--- src/rtl/vend_pkg.sv ---
// Shared types, coin encoding and pricing helpers for the vending controller.
package vend_pkg;

    localparam logic [1:0] Coin100  = 2'd0;
    localparam logic [1:0] Coin500  = 2'd1;
    localparam logic [1:0] Coin1000 = 2'd2;
    localparam logic [1:0] CoinBad  = 2'd3;

    typedef enum logic [0:0] {StIdle, StChange} state_e;

    function automatic int unsigned coin_units(logic [1:0] code);
        case (code)
            Coin100:  return 1;
            Coin500:  return 5;
            Coin1000: return 10;
            default:  return 0;
        endcase
    endfunction

    function automatic int unsigned price(int unsigned base, int unsigned step,
                                          int unsigned idx);
        return base + idx * step;
    endfunction

endpackage

--- src/rtl/vend_stock.sv ---
// Bank of per-product stock counters with reset/refill load and one-hot decrement.
module vend_stock
    import vend_pkg::*;
#(
    parameter int unsigned N_PROD     = 5,
    parameter int unsigned STOCK_W    = 4,
    parameter int unsigned STOCK_INIT = 4
) (
    input  logic              clk,
    input  logic              rst_n,
    input  logic              refill,
    input  logic [N_PROD-1:0] dec,
    output logic [N_PROD-1:0] stock_empty
);

    logic [STOCK_W-1:0] stock_q [N_PROD];

    always_ff @(posedge clk) begin
        if (!rst_n || refill) begin
            for (int i = 0; i < int'(N_PROD); i++) begin
                stock_q[i] <= STOCK_W'(STOCK_INIT);
            end
        end else begin
            // Guard keeps an empty counter from wrapping.
            for (int i = 0; i < int'(N_PROD); i++) begin
                if (dec[i] && stock_q[i] != '0) begin
                    stock_q[i] <= stock_q[i] - STOCK_W'(1);
                end
            end
        end
    end

    always_comb begin
        for (int i = 0; i < int'(N_PROD); i++) begin
            stock_empty[i] = (stock_q[i] == '0);
        end
    end

endmodule

--- src/rtl/vend_controller.sv ---
// Multi-product vending controller: event arbiter, credit register, FSM and
// largest-coin-first change dispenser.
module vend_controller
    import vend_pkg::*;
#(
    parameter int unsigned N_PROD     = 5,
    parameter int unsigned CREDIT_W   = 6,
    parameter int unsigned STOCK_W    = 4,
    parameter int unsigned STOCK_INIT = 4,
    parameter int unsigned PRICE_BASE = 1,
    parameter int unsigned PRICE_STEP = 1,
    localparam int unsigned IdxW      = (N_PROD > 1) ? $clog2(N_PROD) : 1
) (
    input  logic                clk,
    input  logic                rst_n,
    input  logic                coin_valid,
    input  logic [1:0]          coin_code,
    input  logic                sel_valid,
    input  logic [IdxW-1:0]     sel_idx,
    input  logic                change_req,
    input  logic                refill,
    output logic [CREDIT_W-1:0] credit,
    output logic [N_PROD-1:0]   can_buy,
    output logic [N_PROD-1:0]   stock_empty,
    output logic                vend_valid,
    output logic [IdxW-1:0]     vend_idx,
    output logic                coin_reject,
    output logic                chg_valid,
    output logic [1:0]          chg_coin,
    input  logic                chg_ready
);

    localparam int unsigned CreditMax = (32'd1 << CREDIT_W) - 32'd1;

    state_e              state_q, state_d;
    logic [CREDIT_W-1:0] credit_q, credit_d;
    logic                vend_valid_q, vend_valid_d;
    logic [IdxW-1:0]     vend_idx_q, vend_idx_d;
    logic                coin_reject_q, coin_reject_d;
    logic [N_PROD-1:0]   dec;
    logic                refill_en;
    logic                sel_ok;
    logic                coin_ok;
    int unsigned         sel_price;

    vend_stock #(
        .N_PROD     (N_PROD),
        .STOCK_W    (STOCK_W),
        .STOCK_INIT (STOCK_INIT)
    ) u_stock (
        .clk         (clk),
        .rst_n       (rst_n),
        .refill      (refill_en),
        .dec         (dec),
        .stock_empty (stock_empty)
    );

    always_ff @(posedge clk) begin
        if (!rst_n) begin
            state_q       <= StIdle;
            credit_q      <= '0;
            vend_valid_q  <= 1'b0;
            vend_idx_q    <= '0;
            coin_reject_q <= 1'b0;
        end else begin
            state_q       <= state_d;
            credit_q      <= credit_d;
            vend_valid_q  <= vend_valid_d;
            vend_idx_q    <= vend_idx_d;
            coin_reject_q <= coin_reject_d;
        end
    end

    // Change coin is a pure function of remaining credit, so it holds while stalled.
    always_comb begin
        chg_valid = (state_q == StChange);
        chg_coin  = Coin100;
        if (state_q == StChange) begin
            if (32'(credit_q) >= 32'd10) begin
                chg_coin = Coin1000;
            end else if (32'(credit_q) >= 32'd5) begin
                chg_coin = Coin500;
            end
        end
    end

    always_comb begin
        sel_price = price(PRICE_BASE, PRICE_STEP, 32'(sel_idx));
        sel_ok    = (32'(sel_idx) < N_PROD) && (32'(credit_q) >= sel_price) &&
                    !stock_empty[sel_idx];
        coin_ok   = (coin_code != CoinBad) &&
                    (32'(credit_q) + coin_units(coin_code) <= CreditMax);
    end

    always_comb begin
        state_d       = state_q;
        credit_d      = credit_q;
        vend_valid_d  = 1'b0;
        vend_idx_d    = '0;
        coin_reject_d = 1'b0;
        dec           = '0;
        refill_en     = 1'b0;
        unique case (state_q)
            StIdle: begin
                if (change_req) begin
                    coin_reject_d = coin_valid;
                    if (credit_q != '0) begin
                        state_d = StChange;
                    end
                end else if (sel_valid) begin
                    coin_reject_d = coin_valid;
                    if (sel_ok) begin
                        credit_d     = credit_q - CREDIT_W'(sel_price);
                        dec[sel_idx] = 1'b1;
                        vend_valid_d = 1'b1;
                        vend_idx_d   = sel_idx;
                    end
                end else if (coin_valid) begin
                    if (coin_ok) begin
                        credit_d = credit_q + CREDIT_W'(coin_units(coin_code));
                    end else begin
                        coin_reject_d = 1'b1;
                    end
                end else if (refill) begin
                    refill_en = 1'b1;
                end
            end
            StChange: begin
                coin_reject_d = coin_valid;
                if (chg_ready) begin
                    credit_d = credit_q - CREDIT_W'(coin_units(chg_coin));
                    if (credit_d == '0) begin
                        state_d = StIdle;
                    end
                end
            end
            default: state_d = StIdle;
        endcase
    end

    always_comb begin
        for (int i = 0; i < int'(N_PROD); i++) begin
            can_buy[i] = (state_q == StIdle) &&
                         (32'(credit_q) >= price(PRICE_BASE, PRICE_STEP, unsigned'(i))) &&
                         !stock_empty[i];
        end
    end

    assign credit      = credit_q;
    assign vend_valid  = vend_valid_q;
    assign vend_idx    = vend_idx_q;
    assign coin_reject = coin_reject_q;

endmodule

--- config.mk ---
export PLATFORM = sky130hd
export DESIGN_NAME = vend_controller
export DESIGN_NICKNAME = d
export VERILOG_FILES = /design/src/rtl/vend_pkg.sv /design/src/rtl/vend_stock.sv /design/src/rtl/vend_controller.sv
export SDC_FILE = /design/constraint.sdc
export NUM_CORES = 1
export LEC_CHECK = 0
export ABC_AREA = 1
export BUFFER_PORTS_ARGS = -buffer_cell sky130_fd_sc_hd__buf_2
export CELL_PAD_IN_SITES_DETAIL_PLACEMENT = 2
export CELL_PAD_IN_SITES_GLOBAL_PLACEMENT = 2
export CORE_MARGIN = 5
export CORE_UTILIZATION = 33
export CTS_CLUSTER_SIZE = 40
export DETAILED_ROUTE_END_ITERATION = 10
export PLACE_DENSITY_LB_ADDON = 0.1
export REMOVE_ABC_BUFFERS = 1
export SETUP_SLACK_MARGIN = 0.2
export SYNTH_ARGS = -nofsm -noshare
export SYNTH_HDL_FRONTEND = slang
export SYNTH_SLANG_ARGS = --single-unit
--- constraint.sdc ---
create_clock -name clk -period 3.2 [get_ports clk]
set_input_delay 0.48 -clock clk [delete_from_list [all_inputs] [get_ports clk]]
set_output_delay 0.48 -clock clk [all_outputs]
set_load 0.01 [all_outputs]
# Yosys cells after proc, flatten, opt, wreduce, memory -nomap -nowiden
# Memories as Yosys holds them, arrays and structs flattened.
# Index checks and enable logic that the tools add are counted.
classes:
  add_sub_neg: 10
  magnitude_cmp: 11
  eq_ne: 10
  n_mux: 65
  n_bitwise: 9
  reduce_logical: 44
op_table:
  columns: ["operator", "count"]
  rows:
  - ["6-bit 2-to-1 mux", 13]
  - ["1-bit 2-to-1 mux", 34]
  - ["6-bit by 32-bit adder with 32-bit output", 1]
  - ["32-bit by 6-bit less-or-equal comparator with 1-bit output, second input constant", 1]
  - ["4-bit case mux with 3 select lines", 2]
  - ["4-bit zero test", 5]
  - ["4-bit 2-to-1 mux", 5]
  - ["5-bit 2-to-1 mux", 4]
  - ["4-bit nonzero test", 5]
  - ["4-bit by 1-bit subtractor with 4-bit output, second input constant", 5]
  - ["1-bit logical AND", 19]
  - ["6-bit by 2-bit greater-or-equal comparator with 1-bit output, second input constant", 2]
  - ["6-bit by 3-bit greater-or-equal comparator with 1-bit output, second input constant", 2]
  - ["6-bit case mux with 2 select lines", 1]
  - ["3-bit != test, second input constant", 3]
  - ["1-bit zero test", 7]
  - ["6-bit adder", 1]
  - ["6-bit by 1-bit greater-or-equal comparator with 1-bit output, second input constant", 1]
  - ["6-bit by 4-bit greater-or-equal comparator with 1-bit output", 1]
  - ["6-bit by 4-bit greater-or-equal comparator with 1-bit output, second input constant", 1]
  - ["6-bit zero test", 1]
  - ["2-bit != test, second input constant", 3]
  - ["6-bit nonzero test", 1]
  - ["6-bit by 4-bit subtractor with 6-bit output", 1]
  - ["18 further kinds", 30]
totals:
  reg_bits: 12
  ramBits: 20
  output_inout_bits: 24
  wordCells: 155
  mem_count: 1
memory_table:
  columns: ["name", "depth", "word_bits", "read_ports", "rd_ports_with_merged_regs", "write_ports", "line", "rtl"]
  rows:
  - ["u_stock.stock_q", 5, 4, 5, 0, 5, "vend_stock.sv:16", "logic [STOCK_W-1:0] stock_q [N_PROD];"]

# Longest topological paths before layout
# Gate-level depths: netlist of the first run.
logic_depth:
  ltp_word: 16
  mapped_depth: 18
  depth_no_buf: 17

# By module
# A second synthesis of the first run with hierarchy kept.
hier_totals:
  hier_cells: 356
  hier_area_um2: 2523.7
modules_own_cells:
  columns: ["module", "n_inst", "cells_per_inst", "area_each_um2", "seq_area_each_um2"]
  rows:
  - ["vend_controller", 1, 245, 1431.4, 240.2]
  - ["vend_stock", 1, 111, 1092.3, 600.6]

# Worst setup path after synthesis of the first run
# Ideal clock, no wire load.
synth_path:
  path_kind: "register -> register"
  start: "reg credit_q[1] (netlist: credit[1])"
  end: "reg state_q (netlist: chg_valid)"
  setup_ns: 0.116
  arrival_time_ns: 2.399
  t_required_ns: 3.084
  slack_ns: 0.686
  stages_incl_launch_ff: 15
  path_cell_list: "dfxtp_1 -> nor2_1 -> o21ai_0 -> inv_1 -> nor2_1 -> inv_1 -> ha_1 -> fa_1 -> xor2_1 -> nand4_1 -> nand2_1 -> nand2_1 -> nand3b_1 -> nor2_1 -> nor2_1"
synth_rtl:
  columns: ["item", "line", "rtl"]
  rows:
  - ["start, declared", "vend_controller.sv:36", "logic [CREDIT_W-1:0] credit_q, credit_d;"]
  - ["start signal, assigned", "vend_controller.sv:67", "credit_q <= credit_d;"]
  - ["6-bit by 4-bit greater-or-equal comparator with 1-bit output *", "vend_controller.sv:79", "if (32'(credit_q) >= 32'd10) begin"]
  - ["2-bit 2-to-1 mux *", "vend_controller.sv:79", null]
  - ["2-bit 2-to-1 mux *", "vend_controller.sv:78", "if (state_q == StChange) begin"]
  - ["named net chg_coin[1]", "vend_controller.sv:29", "output logic [1:0] chg_coin,"]
  - ["2-bit == test, or another cell as far along", "vend_pkg.sv:12", "case (code)"]
  - ["4-bit case mux with 3 select lines *", "vend_pkg.sv:12", null]
  - ["6-bit 2-to-1 mux *", "vend_controller.sv:130", "if (chg_ready) begin"]
  - ["6-bit 2-to-1 mux *", "vend_controller.sv:103", "unique case (state_q)"]
  - ["6-bit subtractor *", "vend_controller.sv:131", "credit_d = credit_q - CREDIT_W'(coin_units(chg_coin));"]
  - ["6-bit zero test *", "vend_controller.sv:132", "if (credit_d == '0) begin"]
  - ["1-bit 2-to-1 mux *", "vend_controller.sv:132", null]
  - ["1-bit 2-to-1 mux *", "vend_controller.sv:130", null]
  - ["1-bit case mux with 2 select lines *", "vend_controller.sv:103", null]
  - ["end signal, assigned", "vend_controller.sv:60", "state_q <= StIdle;"]
  - ["end signal, assigned", "vend_controller.sv:66", "state_q <= state_d;"]
  - ["end, declared", "vend_controller.sv:35", "state_e state_q, state_d;"]
# The timed path passes the listed nets; every way through them passes the cells marked *. The select of a mux whose other input is x is not followed.
# A chain may end at the register's enable or synchronous reset.

# Worst setup path after layout of the first run
layout_path:
  start: "reg credit_q[5] (netlist: credit[5])"
  end: "reg credit_q[5] (netlist: credit[5])"
layout_between:
  elab_chain_cells: 11
layout_lines:
  columns: ["item", "line", "rtl"]
  rows:
  - ["6-bit by 3-bit greater-or-equal comparator with 1-bit output", "vend_controller.sv:81", "end else if (32'(credit_q) >= 32'd5) begin"]
  - ["1-bit 2-to-1 mux", "vend_controller.sv:81", null]
  - ["2-bit 2-to-1 mux", "vend_controller.sv:79", null]
  - ["2-bit 2-to-1 mux", "vend_controller.sv:78", null]
  - ["2-bit == test, or another cell as far along", "vend_pkg.sv:12", null]
  - ["4-bit case mux with 3 select lines", "vend_pkg.sv:12", null]
  - ["6-bit 2-to-1 mux", "vend_controller.sv:130", null]
  - ["6-bit 2-to-1 mux", "vend_controller.sv:103", null]
  - ["6-bit subtractor", "vend_controller.sv:131", null]
  - ["6-bit 2-to-1 mux", "vend_controller.sv:130", null]
  - ["6-bit case mux with 2 select lines", "vend_controller.sv:103", null]
# Parallel ways exist; a longest one is shown, timed or not. The select of a mux whose other input is x is not followed.

==> results.md, run 1 <==
- The flow ran to the end, and the final reports show no timing, DRC or antenna violations.
- Static timing analysis puts the maximum clock frequency at 0.381 GHz.
- The clock sink count is 32.
- The worst setup slack after layout is 0.577 ns.
- Measured in cells, the most critical reg-to-reg path has a length of 14.
- The multi-input combinational cells in the finished layout cover a total of 0.00144 mm^2.
- During placement, the flow inserted port buffers numbering 35.
- STA classifies the critical path endpoint as a flop.
- The number of antenna diodes in the final layout is 0.
- The deepest clock path buffer count is 2.
- The floorplan has 32 rows.
- The category of the critical setup timing path is reg2reg.
- For the worst setup path, the data arrival time is 2.82 ns.
- The weighted congestion reported at the end of routability-driven placement is 0.795.
- The post-synthesis instance total is 342.
- The routed wire length is 8080 um.
- The areal power density over the cells is 800 mW/mm^2.
- The die is 97.5 um wide.
- The endpoint of the worst-slack reg-to-reg timing path is credit[5]$_SDFFE_PN0P_.
- The buffer count from post-CTS setup fixing is 0.
- Setup repair after global routing left no endpoint under its margin.
- The number of stages on the worst hold path is 3.
- The initial utilization of the core area, before any placement, comes to 33.2%.
- Setup violations remaining at the end of the flow were counted as 0.
- The worst reg-to-reg setup slack is 0.58 ns.
- The first-iteration detailed-routing DRC count is 49.
- The global route total overflow is 0.
- The number of antenna violations at the first check in global routing is 0.
- Before antenna repair, the detailed router went through 4 iterations.
- The final worst clock skew is 0.0171 ns.
- STA puts the critical path data required time at 3.40 ns.
- The number of synthesized register bits is 32.
- Averaged over all synthesized cells, the footprint is 7.39 um^2.
- The number of global-route vias before repair was 2,678.
- CTS placed an instance of sky130_fd_sc_hd__clkbuf_8 at the clock tree root.
- The maximum VDD drop is 0.398 mV.
- Counting the buffers created by CTS gives 5.
- The final max-slew violation count was 0.
- The final number of hold-violating endpoints came to 0.
- Clock latency on the worst-skew pair, taken at its later pin, is 0.30 ns.
- Clock-pin slew was measured on the worst setup and hold paths at 0.09 ns.
- The overall track demand over capacity in global routing is 17.5%.
- The count of hold-fix buffers inserted at cts is 0.
- The max-capacitance violation count is 0.
- Entering global routing, the biggest net connects 19 pins.
- The remaining max-slew budget at the tightest pin is 54.9%.
- The I/O pin count is 36.
- The Yosys step of the flow raised 0 warnings.
- The post-route netlist has 19.3% of its cells at a drive strength greater than 1.
- The fraction of the cycle the final worst path needs is 82.0%.
- The endpoint with the worst hold slack is coin_reject$_SDFF_PN0_.
- The antenna violation net count after detailed routing is 0.
- The worst setup path is launched from a flop.
- In this run the most critical hold path is launched from coin_valid.
- The transition time of the tightest slew-check pin is 0.671 ns.
- The leakage power is 1.45 nW.
- Dividing the detail-routed wire length by the instance count gives 16.5 um.
- TritonCTS built the clock tree.
- Summed over all failing endpoints, the final setup total negative slack is 0 ns.
- The area of the core is 0.00761 mm^2.
- The DRC violation count after routing is 0.
- The level count of the clock H-tree is 2.
- Summing every instance area after synthesis gives 0.00253 mm^2.
- The first global-routing pass estimated 13,400 um of wire.
- Fill cells in the final layout number 919.
- The placed wire-length estimate after detailed placement is 6740 um.
- The launch point of the worst reg-to-reg path is credit[5]$_SDFFE_PN0P_.
- The vertical die dimension is 97.5 um.
- Compared with the post-synthesis result, the final layout area differs by 17.4%.
- The clock period minus worst slack is 2.62 ns.
- Dividing the detail-routed via count by the number of cells gives 4.88.
- Across the whole layout, storage elements account for 841 um^2.
- The total die area is 0.00951 mm^2.
- The type of the most critical hold path is in2reg.
- The share of the Yosys chip area taken by registers is 33.3%.
- The maximum fanout encountered on the critical timing path is 4.
- The via count of the routed design is 2,392.
- The post-placement setup slack is 0.390 ns.
- The number of nets in the layout is 420.
- The number of distinct standard cells referenced by the synthesized netlist is 32.
- The number of gates resized after cts is 0.
[sequential cells by signal, summed over array words and instances, names as in the netlist]
register and flops:
u_stock.stock_q 20, coin_reject 1, vend_idx 3, chg_valid 1, vend_valid 1, credit 6
[worst max-delay path: stages, from the launching register on]
cell and delay (ns):
sky130_fd_sc_hd__dfxtp_1 0.33, sky130_fd_sc_hd__nor2_1 0.24, sky130_fd_sc_hd__o21ai_0 0.19, sky130_fd_sc_hd__nor3_1 0.31, sky130_fd_sc_hd__inv_1 0.08, sky130_fd_sc_hd__ha_1 0.35, sky130_fd_sc_hd__nand2_1 0.06, sky130_fd_sc_hd__o21ai_0 0.28
sky130_fd_sc_hd__nand2_1 0.16, sky130_fd_sc_hd__nand2_1 0.09, sky130_fd_sc_hd__nand2_1 0.05, sky130_fd_sc_hd__nand3_1 0.10, sky130_fd_sc_hd__nand3_1 0.10, sky130_fd_sc_hd__nor2_1 0.13, sky130_fd_sc_hd__nor2_1 0.05
[cells by family (layout without fill, tap and decap cells)]
group | count (synthesis) | count (layout) | synth area share [%]
DFF | 32 | 32 | 33.3
adders and majority gates | 21 | 21 | 11.3
and+or+nand+nor | 183 | 183 | 34.5
AOI/OAI and AO/OA | 37 | 37 | 8.07
xor gates and xnor gates | 9 | 9 | 3.12
buffers and inverters | 60 | 106 | 9.80
[layer usage]
layer	part of all wire, %	global-route usage (%)
met2	55	34.2
met4	0.75	3.19
met3	2.1	2.44
met1	43	20.0
met5	0	0
[cells in the final DEF (no fill, tap or decap), types with 2 or more instances in the layout]
cell / count
sky130_fd_sc_hd__nand2_1: 80
sky130_fd_sc_hd__inv_1: 51
sky130_fd_sc_hd__nor2_1: 43
sky130_fd_sc_hd__buf_2: 35
sky130_fd_sc_hd__nand3_1: 31
sky130_fd_sc_hd__edfxtp_1: 20
sky130_fd_sc_hd__ha_1: 18
sky130_fd_sc_hd__o21ai_0: 15
sky130_fd_sc_hd__a21oi_1: 13
sky130_fd_sc_hd__dfxtp_1: 12
sky130_fd_sc_hd__nor2_4: 11
sky130_fd_sc_hd__buf_4: 9
sky130_fd_sc_hd__xor2_1: 6
sky130_fd_sc_hd__clkbuf_8: 5
sky130_fd_sc_hd__nor3_1: 4
sky130_fd_sc_hd__nand4_1: 4
sky130_fd_sc_hd__or2_2: 4
sky130_fd_sc_hd__xnor2_1: 3
sky130_fd_sc_hd__o31ai_1: 3
sky130_fd_sc_hd__fa_1: 3
sky130_fd_sc_hd__nand2_2: 2
sky130_fd_sc_hd__o21ai_1: 2
sky130_fd_sc_hd__a211oi_1: 2
[power breakdown]
group | internal (W) | leakage, nW | total [W] | switching, W
sequential | 0.000500 | 0.289 | 0.000538 | 0.0000385
clock | 0.000231 | 0.0541 | 0.000401 | 0.000171
combinational | 0.000495 | 1.11 | 0.00143 | 0.000940
total | 0.00123 | 1.45 | 0.00237 | 0.00115
[cell type report]
| class | instances | area share, % |
|---|---|---|
| multi-input combinational | 250 | 48.5 |
| sequential | 32 | 28.3 |
| timing repair buffer | 44 | 8.18 |
| inverter | 54 | 6.92 |
| tap | 102 | 4.30 |
| clock buffer | 5 | 2.32 |
| clock inverter | 3 | 1.43 |
[synth_stat cells, drive strengths merged]
cell type / count / area (um^2)
inv: 53 / 201
buf: 4 / 35.0
clkinv: 1 / 3.75
xnor2: 3 / 26.3
clkbuf: 2 / 7.51
dfxtp: 12 / 240
xor2: 6 / 52.6
nor2: 55 / 292
edfxtp: 20 / 601
nand3: 32 / 173
ha: 18 / 225
nand4: 4 / 25.0
o211ai: 1 / 7.51
nand3b: 1 / 7.51
or2: 4 / 25.0
a211oi: 2 / 15.0
a21oi: 14 / 73.8
nand2: 82 / 313
o21ai: 17 / 85.1
o31ai: 3 / 22.5
nor3: 5 / 36.3
fa: 3 / 60.1
[worst max path at each step]
| stage | start | endpoint | slack [ns] | cells past startpoint |
|---|---|---|---|---|
| 3_5_place_dp | sel_idx[0] | u_stock.stock_q[0][0]$_SDFFCE_PN0P_ | 0.39 | 13 |
| 4_1_cts | chg_valid$_SDFF_PN0_ | credit[5]$_SDFFE_PN0P_ | 0.51 | 13 |
| 3_3_place_gp | sel_idx[0] | u_stock.stock_q[0][0]$_SDFFCE_PN0P_ | 0.46 | 13 |
| 6_report | credit[5]$_SDFFE_PN0P_ | credit[5]$_SDFFE_PN0P_ | 0.58 | 14 |
| 2_1_floorplan | chg_valid$_SDFF_PN0_ | credit[5]$_SDFFE_PN0P_ | 0.58 | 13 |
| 5_1_grt | chg_valid$_SDFF_PN0_ | credit[5]$_SDFFE_PN0P_ | 0.32 | 13 |
[per-stage QoR]
step	cells	util [%]	power (W)	instance area (um^2)	hold WS [ns]
4_1_cts	490	39.0	0.00241	2970	0.493
3_3_place_gp	482	37.5	0.00196	2860	0.549
5_1_grt	490	39.0	0.00259	2970	0.497
3_5_place_dp	482	37.5	0.00200	2860	0.582
6_report	490	39.0	0.00237	2970	0.493
2_1_floorplan	336	-	0.00147	2480	0.531
Note: power is estimated with default switching activity, not from simulation.
==> run 2, diff against run 1 <==
Clock period 3.2 ns to 2.6 ns, I/O delays scaled along.
==> run 2 against run 1 <==
  * Worst hold slack worse by 0.11 ns
  * Via count grew 5.2%
  * Largest cell class unchanged
  * Clock skew decreased by 0.0026 ns
  * Clock power decreased by 6.7%
  * Global-route usage up 1.0 points
  * Sequential power up 26%
  * Maximum frequency is 14% higher
  * Worst setup slack got worse by 0.28 ns
  * Critical endpoint is now chg_valid$_SDFF_PN0_
  * Critical path depth fell by 1
==> results.md, run 2 (synthesis gave the netlist of run 1 again) <==
- The pre-antenna-repair detailed-routing pass consisted of 4 iterations.
- In this run the count of I/O pins placed on the die edge is 36.
- The most crowded layer after global routing is met2.
- The post-route netlist has 25.8% of its cells at a drive strength greater than 1.
- The most critical setup path has its startpoint at credit[2]$_SDFFE_PN0P_.
- Traced cell by cell, the critical path runs through nor2_1 -> o21ai_2 -> inv_1 -> nor2_2 -> inv_1 -> ha_1 -> fa_2 -> nand4_1 -> nand2_1 -> nand2_1 -> nand3b_1 -> nor2_1 -> nor2_1.
- The clock period minus worst slack is 2.31 ns.
- The type of the most critical hold path is in2reg.
- The worst register-to-register path has a setup slack of 0.29 ns.
- The pin count of the biggest net entering global routing is 19.
- Clock tree synthesis found a total of 32 sinks.
- The fraction of the cycle the final worst path needs is 88.7%.
- The final max-slew violation count is 0.
- Data on the critical path is required at its endpoint by 2.79 ns.
- The global route total overflow is 0.
- The total die area is 0.00951 mm^2.
- Measured along the x axis, the die boundary spans 97.5 um.
- The endpoint with the worst hold slack is coin_reject$_SDFF_PN0_.
- The number of flip-flops under the largest register name is 20.
- The remaining max-slew budget at the tightest pin is 79.2%.
- The worst hold path begins at coin_valid.
- The critical path's largest stage delay is 0.57 ns.
- The count of hold-fix buffers inserted at cts is 0.
- Global routing used 3.23% of the available met3 tracks.
- The met1 track demand over resource in global routing is 19.9%.
- Between clock sinks in the finished design, the worst skew comes to 0.0145 ns.
- The final count of negative-setup-slack endpoints is 0.
- The number of antenna violations at the first check in global routing is 0.
- The floorplan has 32 rows.
- The repair_antennas step left the layout with diodes totalling 0.
- The final standard cell utilization of the core is 41.3%.
- The floorplan step set the die height to 97.5 um.
- The element type at the critical path start is a flop.
- The weighted congestion reported at the end of routability-driven placement is 0.759.
- The DRC violation count after routing is 0.
- The category of the critical setup timing path is reg2reg.
- The data arrival time of the critical path is 2.50 ns.
- The area growth from synthesis to final layout is 24.4%.
- The launch point of the worst reg-to-reg path is credit[2]$_SDFFE_PN0P_.
- The most prevalent standard cell on the critical path is sky130_fd_sc_hd__nor2_1.
- The via count of the routed design is 2,517.
- The clock root buffer is sky130_fd_sc_hd__clkbuf_8.
- The finished layout cell area is 0.00314 mm^2.
- The worst-case IR drop observed on VDD is 0.420 mV.
- The level count of the clock H-tree is 2.
- Measured in cells, the most critical reg-to-reg path has a length of 13.
- Power comes to 0.00313 W.
- The initial core utilization is 33.2%.
- The clock passes through at most 2 buffers.
- The first-iteration detailed-routing DRC count is 45.
- The first global-routing pass estimated 14,000 um of wire.
- Grouping stages by cell kind, the critical path spends the most delay in adder cells.
- Setup repair after global routing could not meet its margin everywhere.
- After detailed routing, the average wire length per cell comes to 17.4 um.
- In the final design database the tool counted 436 nets.
- The final number of hold-violating endpoints came to 0.
- The transition time of the tightest slew-check pin is 0.310 ns.
- The run finished with clean final reports.
- The register ranked first by flip-flop count is u_stock.stock_q.
- The worst setup path is captured at a flop.
- The placed instances occupy a cell area of 0.00297 mm^2.
- The cell with the largest stage delay on the worst path is sky130_fd_sc_hd__fa_2.
- Counting both buffers and inverters, the worst setup path holds a total of 2.
- The placed wire-length estimate after detailed placement is 7160 um.
- The worst register-to-register path ends at chg_valid$_SDFF_PN0_.
- The routed wire length is 8760 um.
- The fraction of met2 tracks used by global routing is 37.2%.
- For the worst-skew pair, the clock arrives at the later sink with an insertion delay of 0.29 ns.
- The TritonCTS clock tree is yes.
- For this run, the number of standard cells in the final layout without fillers is 505.
- In the layout the commonest cells are sky130_fd_sc_hd__nand2_1, sky130_fd_sc_hd__inv_1, sky130_fd_sc_hd__nor2_1.
- The maximum clock frequency is 0.433 GHz.
- The clock-pin slew of the registers on the worst-case setup and hold paths is 0.08 ns.
- The tool flagged a number of max-cap violations equal to 0.
- The number of placed instances, taps included, is 497.
- The core region is 0.00761 mm^2.
- The leakage power is 1.54 nW.
- The number of buffers inserted by port buffering is 35.
- In the global route stage, overall resource usage came out at 18.5%.
- The antenna violation net count after detailed routing is 0.
- Leaving out fill and tap cells, the most frequent cell in the layout is sky130_fd_sc_hd__nand2_1.
- TritonCTS created 5 clock buffers.
- Dividing the detail-routed via count by the number of cells gives 4.98.
- In this run the worst path has a maximum fanout of 3.
- The number of stages on the worst hold path is 3.
- In this run the power density over the cells is 996 mW/mm^2.
- The number of global-route vias before repair is 2,787.
## run 2: cell count changes in the layout (fill, tap and decap cells not counted), sizes merged
cell,previous run,this run
clkinv,2,3
bufinv,1,0
clkinvlp,1,0
buf,44,60
## run 2: repair_timing
item | 4_1_cts | 5_1_grt
setup endpoints to repair | 20 | 41
buffers inserted | 0 | 1
pin swaps | 0 | 1
gates resized for setup | 9 | 20
## run 2: worst max path at each step
stage / to / cells past startpoint
detailed placement: u_stock.stock_q[2][0]$_SDFFCE_PN0P_ / 12
CTS: chg_valid$_SDFF_PN0_ / 14
finish: chg_valid$_SDFF_PN0_ / 13
global route: chg_valid$_SDFF_PN0_ / 13
global placement: chg_valid$_SDFF_PN0_ / 14
floorplan: credit[5]$_SDFFE_PN0P_ / 13
## run 2: layout make-up
| class | instances | area, um^2 |
|---|---|---|
| clock inverters | 2 | 7.51 |
| flip-flops and latches | 32 | 846 |
| fillers | 927 | 4460 |
| well taps | 102 | 128 |
| repair buffers | 60 | 379 |
| inverters | 54 | 205 |
| multi-input cells | 250 | 1510 |
| clock buffers | 5 | 68.8 |
## run 2: where the power goes
part | leakage (nW) | switching (W) | internal (W)
sequential | 0.290 | 0.0000579 | 0.000620
clock | 0.0391 | 0.000197 | 0.000177
combinational | 1.21 | 0.00127 | 0.000812
## run 2: metrics by stage
step	setup slack [ns]	TNS [ns]	hold slack, ns
6_report	0.293	0	0.380
5_1_grt	0.161	0	0.393
4_1_cts	0.168	0	0.380
3_5_place_dp	-0.00729	-0.0291	0.573
3_3_place_gp	0.0769	0	0.545
2_1_floorplan	-0.0199	-0.0339	0.510
## run 2: tightest hold or removal path: stages
cell and delay (ns):
sky130_fd_sc_hd__buf_2 0.09, sky130_fd_sc_hd__o211ai_1 0.09, sky130_fd_sc_hd__inv_1 0.07
## run 2: routing by layer
layer	part of all wire (%)	wire length, um
met1	42	3660
met2	55	4800
met3	2.5	217
met5	0	0
met4	0.95	83
==> run 3, diff against run 2 <==
Settings changed: PLACE_DENSITY_LB_ADDON 0.1 to 0.08.
==> run 3 against run 2 <==
  * Clock power increased by 31%
  * Flip-flop and latch count unchanged
  * Via count decreased by 0.64%
  * Combinational power decreased by 3%
  * Worst hold slack improved by 0.038 ns
  * Non-clock buffer count increased by 2
  * Register-to-register slack about the same
  * Critical endpoint unchanged
  * Largest cell class unchanged
==> results.md, run 3 (synthesis gave the netlist of run 1 again) <==
- The routed via count divided by cell count is 4.92.
- The floorplan has 32 rows.
- The number of non-filler instances in the completed layout is 508.
- The area of the core is 0.00761 mm^2.
- The worst reg-to-reg setup slack is 0.29 ns.
- STA classifies the critical path endpoint as a flop.
- Global routing consumed, over all layers together, 18.7% of the routing resources.
- For this design the ratio of total power to cell area is 997 mW/mm^2.
- The antenna violation net count after detailed routing is 0.
- Entering global routing, the biggest net connects 19 pins.
- The area growth from synthesis to final layout is 26.1%.
- The number of clock buffers inserted by TritonCTS is 5.
- The fraction of final layout cells sized beyond drive strength 1 is 27.8%.
- TritonCTS built the clock tree.
- In this run the critical register-to-register path is launched from credit[1]$_SDFFE_PN0P_.
- The net count of the finished layout is 438.
- STA classifies the critical path startpoint as a flop.
- The number of antenna violations at the first check in global routing is 0.
- For this run the aggregate overflow at the end of global routing stands at 0.
- The deepest clock path buffer count is 2.
- The level count of the clock H-tree is 2.
- The register with the most flip-flops in the layout has 20 of them.
- The detailed router placed 2,501 vias in this run.
- For this run, the share of the core covered by cells in the final layout is 41.9%.
- Routability-driven placement finished with a final weighted congestion of 0.800.
- Setup slack closes at 0.290 ns.
- The number of stages on the worst hold path is 3.
- The chip width is 97.5 um.
- The type of the most critical hold path is in2reg.
- Setup repair after global routing could not meet its margin everywhere.
- Once the floorplan was initialized, standard cells occupied 33.2% of the core.
- The clock sink count is 32.
- The count of buffers added on input and output ports is 35.
- The maximum fanout encountered on the critical timing path is 2.
- During I/O placement, the number of pins put on the boundary was 36.
- For this run, the detailed router's first-pass iteration total came to 4.
- In this run the most critical hold path is launched from rst_n.
- The critical path data required time is 2.78 ns.
- Clock-pin slew was measured on the worst setup and hold paths at 0.08 ns.
- The post-detailed-route wirelength per cell is 17.4 um.
- The layout has 910 filler cells.
- The DRC violation count after routing is 0.
- The register area is 848 um^2.
- The multi-input combinational cells in the finished layout cover a total of 0.00150 mm^2.
- The tree is rooted in a sky130_fd_sc_hd__clkbuf_8.
- The endpoint identified for the worst register-to-register timing path is chg_valid$_SDFF_PN0_.
- The number of global-route vias before repair is 2,804.
- The vertical die dimension is 97.5 um.
- In the layout the commonest cells are sky130_fd_sc_hd__nand2_1, sky130_fd_sc_hd__inv_1, sky130_fd_sc_hd__nor2_1.
- The flow ran to the end, and the final reports show no timing, DRC or antenna violations.
- The first-iteration detailed-routing DRC count is 45.
- The most frequent standard cell in the layout excluding fill and tap cells is sky130_fd_sc_hd__nand2_1.
- The final number of hold-violating endpoints is 0.
- The total die area is 0.00951 mm^2.
- For the finished layout, the period the worst path requires is 2.31 ns.
- The final count of negative-setup-slack endpoints is 0.
- The worst reg2reg path depth is 14.
- The setup path with the least slack is of type reg2reg.
- The data arrival time of the critical path is 2.49 ns.
- The maximum VDD drop is 0.457 mV.
- 0 antenna diodes ended up in the layout.
- For this block, the routed nets add up to 8830 um of wire.
- The first global-routing pass estimated 14,200 um of wire.
- The final worst clock skew is 0.0114 ns.
- The worst pin sits at a relative slew slack of 70.7%.
- The clock latency reported for the late side of the worst-skew pair is 0.29 ns.
- The setup total negative slack is 0 ns.
- Timing analysis after detailed placement gives a worst setup slack of 0.0256 ns.
- The placed wire-length estimate after detailed placement is 7330 um.
- The path with the worst hold slack has its endpoint at credit[0]$_SDFFE_PN0P_.
- The final max-slew violation count is 0.
- For this run, the top clock speed supported by timing is 0.433 GHz.
- The number of cells after detailed placement is 497.
- The fraction of the cycle the final worst path needs is 88.9%.
- Counting flops per register, the top entry is u_stock.stock_q.
- The leakage power is 1.55 nW.
- The max-capacitance violation count is 0.
- At the pin with the least slew margin, the transition time is 0.435 ns.
## run 3: cell types whose count changed in the layout (fill, tap and decap cells not counted), moves of 2 or more
cell,previous run,this run
sky130_fd_sc_hd__nand2_2,3,6
sky130_fd_sc_hd__clkinv_1,3,1
sky130_fd_sc_hd__dfxtp_1,10,8
sky130_fd_sc_hd__dfxtp_2,1,3
sky130_fd_sc_hd__nand2_4,2,0
## run 3: repair_timing
action / in CTS / in global routing
setup buffers: 0 / 3
hold buffers: 0 / 0
endpoints found under the setup margin: 21 / 35
pin swaps: 0 / 3
cloned: 0 / 0
resized for setup: 8 / 23
## run 3: final cells by class
class | count | share of cell area (%)
clock buffer | 5 | 2.16
multi-input combinational | 250 | 47.1
sequential | 32 | 26.6
tap | 102 | 4.00
inverter | 54 | 6.44
clock inverter | 3 | 1.33
timing repair buffer | 62 | 12.3
## run 3: stage by stage
step	cell area, um^2	total power [W]	hold slack, ns
3_5_place_dp	2970	0.00254	0.577
5_1_grt	3190	0.00346	0.410
2_1_floorplan	2480	0.00181	0.510
3_3_place_gp	2970	0.00247	0.551
4_1_cts	3100	0.00309	0.398
6_report	3190	0.00318	0.418
## run 3: report_power, final
group | internal, W | switching, W | total (W)
Clock | 0.000284 | 0.000206 | 0.000489
Combinational | 0.000758 | 0.00125 | 0.00201
Sequential | 0.000623 | 0.0000589 | 0.000682
Total | 0.00166 | 0.00151 | 0.00318
## run 3: per-layer routing
layer	share of wire [%]	track usage, %
met5	0	0
met4	2.6	5.54
met2	54	35.4
met1	41	21.2
met3	2.3	3.09
## run 3: worst max-delay path, cell delays in order, from the launching register on
cell,delay [ns]
sky130_fd_sc_hd__dfxtp_1,0.36
sky130_fd_sc_hd__nor2_1,0.08
sky130_fd_sc_hd__o21ai_2,0.17
sky130_fd_sc_hd__inv_1,0.09
sky130_fd_sc_hd__nor2_2,0.11
sky130_fd_sc_hd__inv_1,0.05
sky130_fd_sc_hd__ha_1,0.22
sky130_fd_sc_hd__fa_2,0.36
sky130_fd_sc_hd__xor2_1,0.21
sky130_fd_sc_hd__nand4_1,0.11
sky130_fd_sc_hd__nand2_1,0.07
sky130_fd_sc_hd__nand2_1,0.05
sky130_fd_sc_hd__nand3b_1,0.16
sky130_fd_sc_hd__nor2_2,0.11
sky130_fd_sc_hd__nor2_1,0.04
## run 3: worst max-delay path by stage
stage                      startpoint                                   to  slack [ns]  cells after the start
2_1_floorplan    chg_valid$_SDFF_PN0_               credit[5]$_SDFFE_PN0P_       -0.02                     13
3_3_place_gp               sel_idx[0]  u_stock.stock_q[4][0]$_SDFFCE_PN0P_         0.1                     12
3_5_place_dp               sel_idx[0]  u_stock.stock_q[3][3]$_SDFFCE_PN0P_        0.03                     12
4_1_cts        credit[0]$_SDFFE_PN0P_  u_stock.stock_q[4][0]$_SDFFCE_PN0P_        0.21                     11
5_1_grt        credit[1]$_SDFFE_PN0P_                 chg_valid$_SDFF_PN0_        0.07                     14
6_report       credit[1]$_SDFFE_PN0P_                 chg_valid$_SDFF_PN0_        0.29                     14
